File: src/rtl/imem_loader.sv
// Boot loader: packs a counted, XOR-checksummed byte stream into 32-bit imem writes and
// holds the core clock-enable low until a complete image has been verified.
module imem_loader #(
    parameter int unsigned IWIDTH   = 32,
    parameter int unsigned PC_WIDTH = 32,
    parameter int unsigned DEPTH    = 1024
) (
    input  logic                il_clk,
    input  logic                il_rst,
    input  logic                il_i_start,
    input  logic                il_i_valid,
    input  logic [7:0]          il_i_byte,
    output logic                il_o_ready,
    output logic                il_o_wr_en,
    output logic [PC_WIDTH-1:0] il_o_addr,
    output logic [IWIDTH-1:0]   il_o_data,
    output logic                il_o_busy,
    output logic                il_o_err,
    output logic                il_o_core_ce
);

    localparam int unsigned IdxW     = $clog2(DEPTH + 1);
    localparam logic [16:0] DepthLim = 17'(DEPTH);

    typedef enum logic [2:0] {
        StIdle,
        StHdr,
        StData,
        StChk,
        StDone,
        StErr
    } state_e;

    state_e              state_q, state_d;
    logic [15:0]         cnt_q, cnt_d;
    logic                hdr_idx_q, hdr_idx_d;
    logic [1:0]          byte_idx_q, byte_idx_d;
    logic [IdxW-1:0]     idx_q, idx_d;
    logic [23:0]         shift_q, shift_d;
    logic [7:0]          xor_q, xor_d;
    logic                wr_en_q, wr_en_d;
    logic [PC_WIDTH-1:0] addr_q, addr_d;
    logic [IWIDTH-1:0]   data_q, data_d;

    logic                receiving;
    logic                accept;
    logic [15:0]         hdr_n;
    logic [15:0]         idx_inc;

    assign receiving = (state_q == StHdr) || (state_q == StData) || (state_q == StChk);
    assign accept    = il_i_valid && receiving;
    assign hdr_n     = {cnt_q[15:8], il_i_byte};
    assign idx_inc   = 16'(idx_q) + 16'd1;

    always_comb begin
        state_d    = state_q;
        cnt_d      = cnt_q;
        hdr_idx_d  = hdr_idx_q;
        byte_idx_d = byte_idx_q;
        idx_d      = idx_q;
        shift_d    = shift_q;
        xor_d      = xor_q;
        wr_en_d    = 1'b0;
        addr_d     = addr_q;
        data_d     = data_q;

        unique case (state_q)
            StIdle, StDone, StErr: begin
                if (il_i_start) begin
                    state_d    = StHdr;
                    cnt_d      = '0;
                    hdr_idx_d  = 1'b0;
                    byte_idx_d = '0;
                    idx_d      = '0;
                    shift_d    = '0;
                    xor_d      = '0;
                end
            end
            StHdr: begin
                if (accept) begin
                    if (!hdr_idx_q) begin
                        cnt_d[15:8] = il_i_byte;
                        hdr_idx_d   = 1'b1;
                    end else begin
                        cnt_d     = hdr_n;
                        hdr_idx_d = 1'b0;
                        if ({1'b0, hdr_n} > DepthLim) begin
                            state_d = StErr;
                        end else if (hdr_n == 16'd0) begin
                            state_d = StChk;
                        end else begin
                            state_d = StData;
                        end
                    end
                end
            end
            StData: begin
                if (accept) begin
                    xor_d      = xor_q ^ il_i_byte;
                    byte_idx_d = byte_idx_q + 2'd1;
                    if (byte_idx_q == 2'd3) begin
                        // Word complete: the write strobe is registered, so it lands next cycle.
                        wr_en_d = 1'b1;
                        addr_d  = PC_WIDTH'(idx_q) << 2;
                        data_d  = IWIDTH'({shift_q, il_i_byte});
                        idx_d   = idx_q + IdxW'(1);
                        if (idx_inc == cnt_q) begin
                            state_d = StChk;
                        end
                    end else begin
                        shift_d = {shift_q[15:0], il_i_byte};
                    end
                end
            end
            StChk: begin
                if (accept) begin
                    state_d = (il_i_byte == xor_q) ? StDone : StErr;
                end
            end
            default: state_d = StIdle;
        endcase
    end

    always_ff @(posedge il_clk or negedge il_rst) begin
        if (!il_rst) begin
            state_q    <= StIdle;
            cnt_q      <= '0;
            hdr_idx_q  <= 1'b0;
            byte_idx_q <= '0;
            idx_q      <= '0;
            shift_q    <= '0;
            xor_q      <= '0;
            wr_en_q    <= 1'b0;
            addr_q     <= '0;
            data_q     <= '0;
        end else begin
            state_q    <= state_d;
            cnt_q      <= cnt_d;
            hdr_idx_q  <= hdr_idx_d;
            byte_idx_q <= byte_idx_d;
            idx_q      <= idx_d;
            shift_q    <= shift_d;
            xor_q      <= xor_d;
            wr_en_q    <= wr_en_d;
            addr_q     <= addr_d;
            data_q     <= data_d;
        end
    end

    assign il_o_ready   = receiving;
    assign il_o_busy    = receiving;
    assign il_o_wr_en   = wr_en_q;
    assign il_o_addr    = addr_q;
    assign il_o_data    = data_q;
    assign il_o_err     = (state_q == StErr);
    // Tied to the state so the enable drops as soon as a restart leaves DONE.
    assign il_o_core_ce = (state_q == StDone);

endmodule

File: config.mk
export PLATFORM = sky130hd
export DESIGN_NAME = imem_loader
export DESIGN_NICKNAME = d
export VERILOG_FILES = /design/src/rtl/imem_loader.sv
export SDC_FILE = /design/constraint.sdc
export NUM_CORES = 1
export LEC_CHECK = 0
export CORE_AREA = 4 4 113 115
export DETAILED_ROUTE_END_ITERATION = 7
export DIE_AREA = 0 0 117 119
export PLACE_DENSITY_LB_ADDON = 0.05
export SETUP_SLACK_MARGIN = 0.1
export SLEW_MARGIN = 20
export SYNTH_ARGS = -nofsm -noshare
export SYNTH_HDL_FRONTEND = slang
export SYNTH_SLANG_ARGS = --single-unit
File: constraint.sdc
create_clock -name il_clk -period 3.75 [get_ports il_clk]
set_clock_uncertainty 0.05 [all_clocks]
set_input_delay 0.375 -clock il_clk [delete_from_list [all_inputs] [get_ports il_clk]]
set_output_delay 0.375 -clock il_clk [all_outputs]
set_load 0.01 [all_outputs]
---- Word-level counts from Yosys, hierarchy flattened ----
Cells that the tools add are included.
word-level totals
  register bits after elaboration ......... 109
  latch bits .............................. 0
  RAM bits ................................ 0
  memory bits (read-only) ................. 0
  input port bits ......................... 12
  output and inout bits ................... 69
  word-level logic and storage cells ...... 86
  memories ................................ 0
operators by class
  add/sub/neg operators ................... 3
  $mul .................................... 0
  divide/modulo/power cells ............... 0
  order comparisons ....................... 1
  equal/unequal tests ..................... 17
  shift-type cells ........................ 0
  multiplexer cells ....................... 37
  bitwise gates (word level) .............. 1
  reductions and logical operators ........ 16
operator list
  kind                   count
  $mux 24                3
  $pmux 24 s2            1
  $mux 11                3
  $mux 16                2
  $mux 8                 4
  $pmux 16 s2            1
  $mux 3                 8
  $pmux 11 s2            1
  $eq 12x16->1           1
  $gt 16x11->1 const B   1
  $logic_not 16->1       1
  $pmux 8 s2             1
  $reduce_and 4->1       4
  $ne 2x2->1 const B     7
  $add 11x1->12 const B  1
  $pmux 3 s4             1
  $add 11x1->11 const B  1
  $reduce_and 3->1       3
  $eq 8x8->1             1
  $mux 1                 8
  $xor 8x8->8            1
  $reduce_and 7->1       1
  $eq 3x2->1 const B     2
  $eq 3x3->1 const B     2
  other kinds (12)       16

---- Longest topological paths before layout ----
  word-level depth ........................ 6
  gate-level depth with buffers ........... 9
  mapped depth without buffers ............ 7

---- Least setup slack after synthesis ----
OpenSTA, ideal clock, no wires.
  path type ............................... reg2reg
  start point ............................. register idx_q[0]
  end point ............................... register state_q[2]
  setup time .............................. 0.128 ns
  data arrival time ....................... 1.995 ns
  required time ........................... 3.572 ns
  setup slack ............................. 1.577 ns
  cell stages (with the launch flop) ...... 8
  buffers on the path ..................... 0
  period minus slack after synthesis ...... 2.173 ns
  cells stage by stage .................... dfrtp_1 ha_1 nand4_2 or3_4 a211o_1 a21oi_2 a31oi_1 mux2_1
between the ends
  word-level cells in the longest chain between the ends .. 4
ends and longest elaborated chain
  what                        RTL line  source
  from (decl)                 38        logic [IdxW-1:0] idx_q, idx_d;
  from (signal assigned)      141       idx_q <= idx_d;
  $add 11x1->12               53        assign idx_inc = 16'(idx_q) + 16'd1;
  $eq 12x16->1                107       if (idx_inc == cnt_q) begin
  $ne 2x1->1 (no line)        -
  $reduce_and 7->1 (no line)  -
  to (signal assigned)        126       state_q <= StIdle;
  to (signal assigned)        137       state_q <= state_d;
  to (decl)                   34        state_e state_q, state_d;
No other way between the ends.
A chain may end at the register's enable or synchronous reset.

---- Final worst setup path ----
  start point ............................. register state_q[1]
  end point ............................... register shift_q[9]
between the ends
  word-level cells in the longest chain between the ends .. 6
  elaborated cells on any way between the ends .. 16
  those cells by class .................... 8 x eq/ne; 1 x mux; 7 x reduce/logical
ends and longest elaborated chain
  what                                             RTL line  source
  $eq 3x1->1 / $eq 3x2->1 (equally long branches)  50, 67
  $logic_or 1x1->1 (2 in series)                   50        assign receiving = (state_q == StHdr) || (state_q == StData) || (state_q == StChk);
  $logic_and 1x1->1                                51        assign accept = il_i_valid && receiving;
  $ne 2x2->1 (no line)                             -
  $reduce_and 4->1 (no line)                       -
  to (signal assigned)                             142       shift_q <= shift_d;
  to (decl)                                        39        logic [23:0] shift_q, shift_d;
Parallel ways exist; a longest one is shown, timed or not.

==> results.sh <==
export IMPL_outcome="finished clean"
export IMPL_die_area_sq_um=13900
export IMPL_tns_ps=0
export IMPL_p_clk_share_pct=26.9
export IMPL_power_density_nw_per_um2=584
export IMPL_vias_per_cell=5.26
export IMPL_leakage_uw=0.00289
export IMPL_final_hold_viol_count=0
export IMPL_p_seq_share_pct=45.0
export IMPL_r2r_start="state_q[1]"
export IMPL_cts_setup_buffers=0
export IMPL_finalCritPeriodShare_pct=76.0
export IMPL_path_clk_slew_ps=70
export IMPL_cpMaxStageDelayCell="nor2_2"
export IMPL_grt_overflow=0
export IMPL_end_kind="flop"
export IMPL_ys_types=44
export IMPL_max_stage_delay_ps=810
export IMPL_ir_drop_v=0.000293
export IMPL_slew_headroom_pct=36.6
export IMPL_clockBufferDepth=2
export IMPL_synth_warning_count=0
export IMPL_crit_type="reg2reg"
export IMPL_reg2reg_to="shift_q[9]"
export IMPL_layout_commonest_cell="nand2_1"
export IMPL_ff2ff_setup_slack_ps=900
export IMPL_core_area_sq_um=11800
export IMPL_worstRegToRegCells=5
export IMPL_finalWirelength_microns=11500
export IMPL_arrival_ps=3090
export IMPL_root_buffer="clkbuf_16"
export IMPL_port_buffers=59
export IMPL_drv_slew=0
export IMPL_intPower_uw=2330
export IMPL_routedWlPerCell_microns=15.9
export IMPL_grt_setup_unrepaired="false"
export IMPL_post_synth_cell_area_avg_sq_um=9.70
export IMPL_p_sw_uw=1160
export IMPL_maxCapViolCount=0
export IMPL_grt_max_degree=74
export IMPL_final_seq_area_sq_um=2730
export IMPL_path_max_fanout=24
export IMPL_grt_pass1_wl_microns=19100
export IMPL_io_pins=81
export IMPL_route_vias_total=3794
export IMPL_synth_seq_cells=109
export IMPL_cts_sinks=109
export IMPL_switching_share_pct=33.2
export IMPL_syn_area_sq_um=5060
export IMPL_start_util_pct=42.9
export IMPL_cts_buffers=9
export IMPL_stdcell_count=721
export IMPL_combPwrFrac_pct=28.1
export IMPL_finalNetCount=584
export IMPL_die_w_microns=117
export IMPL_holdBufCountCts=0
export IMPL_rows=40
export IMPL_dpl_hpwl_microns=7870
export IMPL_n_fill_cell=1131
export IMPL_cts_max_level=3
export IMPL_area_delta_synth_final_pct=17.8
export IMPL_firstDrtPassIters=4
export IMPL_grt_use_total_pct=17.4
export IMPL_synth_cells=522
export IMPL_seq_area_frac_synth_pct=53.9
export IMPL_cp_required_ps=3990
export IMPL_cts_tree="yes"
export IMPL_multi_input_area_sq_um=2080
export IMPL_worst_pin_slew_ps=950
export IMPL_place_congestion=0.812
export IMPL_grt_pass1_vias=3677
export IMPL_fin_crit_ps=2850
export IMPL_cts_resized=0
export IMPL_drive_gt1_share_pct=8.36
export IMPL_fmax_mhz=351
export IMPL_clkLatencyLatePin_ps=350
export IMPL_cp_start_kind="flop"
export IMPL_final_cell_mix="nand2_1 (149), dfrtp_1 (109), clkdlybuf4s50_1 (58)"
export IMPL_drtAntennaViolNets=0
export IMPL_placedCellCount=706
export IMPL_drtIter0Drc=199
export IMPL_die_h_microns=119
export IMPL_antenna_found_initial=0
export IMPL_cp_cell_sequence="inv_1, nor3_1, nand2_1, nor2_2, a22o_1"
export IMPL_holdCritPathClass="in2async"
export IMPL_diodes=0
export IMPL_setup_viol=0
export IMPL_drc=0
critical path, delay by kind of cell (launching register included):
family | cells | cell delay, ps
buffers and inverters | 1 | 260
DFF | 1 | 540
and+or+nand+nor | 3 | 1690
AOI/OAI and AO/OA | 1 | 240
stage by stage:
stage	hold slack, ps	power (uW)	worst slack (ps)	area (sq um)	util, %
floorplan	29.4	2270	1580	5140	-
global placement	409	2540	1110	5670	48.0
detailed placement	412	2560	939	5670	48.0
CTS	149	3520	912	5960	50.5
global route	188	3710	569	5960	50.5
finish	111	3480	898	5960	50.5
metal layers:
layer,up-vias,GRT usage (%),part of all wire (%)
li1,1838,-,-
met1,1832,26.4,50
met2,111,24.3,44
met3,13,2.74,4.7
met4,0,7.38,1.6
met5,-,0,0
registers in the layout, indices dropped and copies added (netlist names):
register,flops
il_o_wr_en,1
state_q,3
idx_q,11
xor_q,8
byte_idx_q,2
il_o_addr,11
shift_q,24
hdr_idx_q,1
cnt_q,16
il_o_data,32
worst max-delay path by stage:
stage / startpoint / cells after the start / slack (ps) / endpoint
after global routing: state_q[1] / 5 / 570 / shift_q[20]
after global placement: state_q[1] / 5 / 1110 / shift_q[22]
final: state_q[1] / 5 / 900 / shift_q[9]
after CTS: state_q[1] / 5 / 910 / shift_q[6]
after detailed placement: state_q[1] / 5 / 940 / shift_q[9]
after floorplan: idx_q[0] / 7 / 1580 / state_q[2]
final cells by class:
type | count | area share, %
inverter | 11 | 0.692
multi-input combinational | 373 | 34.9
sequential | 109 | 45.7
tap | 147 | 3.08
timing repair buffer | 66 | 10.7
clock inverter | 6 | 1.07
clock buffer | 9 | 3.78
power by group through the flow:
stage	clock network (uW)	registers [uW]	logic, uW
after floorplan	0	1510	756
after detailed placement	0	1590	975
final	937	1570	978
after CTS	969	1570	984
after global routing	1020	1600	1090
after global placement	0	1580	956
cells by family (layout without fill, tap and decap cells):
| group | count (synthesis) | count (layout) | share of synthesized area (%) |
|---|---|---|---|
| adders and majority gates | 2 | 2 | 0.494 |
| buffers and inverters | 60 | 92 | 6.60 |
| AOI/OAI and AO/OA | 94 | 94 | 12.4 |
| other | 1 | 21 | 0.0741 |
| and+or+nand+nor | 221 | 221 | 19.6 |
| xor gates and xnor gates | 15 | 15 | 2.60 |
| DFF | 109 | 109 | 53.9 |
| muxes | 20 | 20 | 4.40 |
synth_stat cells:
cell type    n  area [sq um]
clkbuf_2     1          5.00
and2b_1      1          7.51
nand2b_1     7          43.8
a211oi_1     2          15.0
a211o_1      1          8.76
a31oi_1      3          18.8
buf_2       11          55.1
or3_4        1          11.3
nor4_1       5          31.3
a21o_1       1          7.51
xnor2_1      9          78.8
nor3_1       6          30.0
and4b_1      1          10.0
a21oi_1      5          25.0
and3_1       9          56.3
a22o_1      25           219
dfrtp_1    109          2730
clkbuf_1    12          45.0
o21ai_0     41           205
xor2_1       6          52.6
nand4_1      6          37.5
nor2_2       1          6.26
nor2b_1      6          37.5
ha_1         2          25.0
and2_1       5          31.3
conb_1       1          3.75
nand2_1    149           559
mux2_1       1          11.3
inv_1       11          41.3
or3_1        2          12.5
o221ai_1     2          17.5
o31ai_1      8          60.1
buf_4       25           188
mux2_2      17           191
nand4_2      1          12.5
nor2_1       8          30.0
nor3b_1      2          15.0
a21oi_2      3          26.3
nand3_1     10          50.1
and4_1       1          8.76
a22oi_1      1          7.51
a31o_2       1          8.76
mux2i_1      2          20.0
o21a_1       1          7.51
Power figures use the tool's default switching activity.
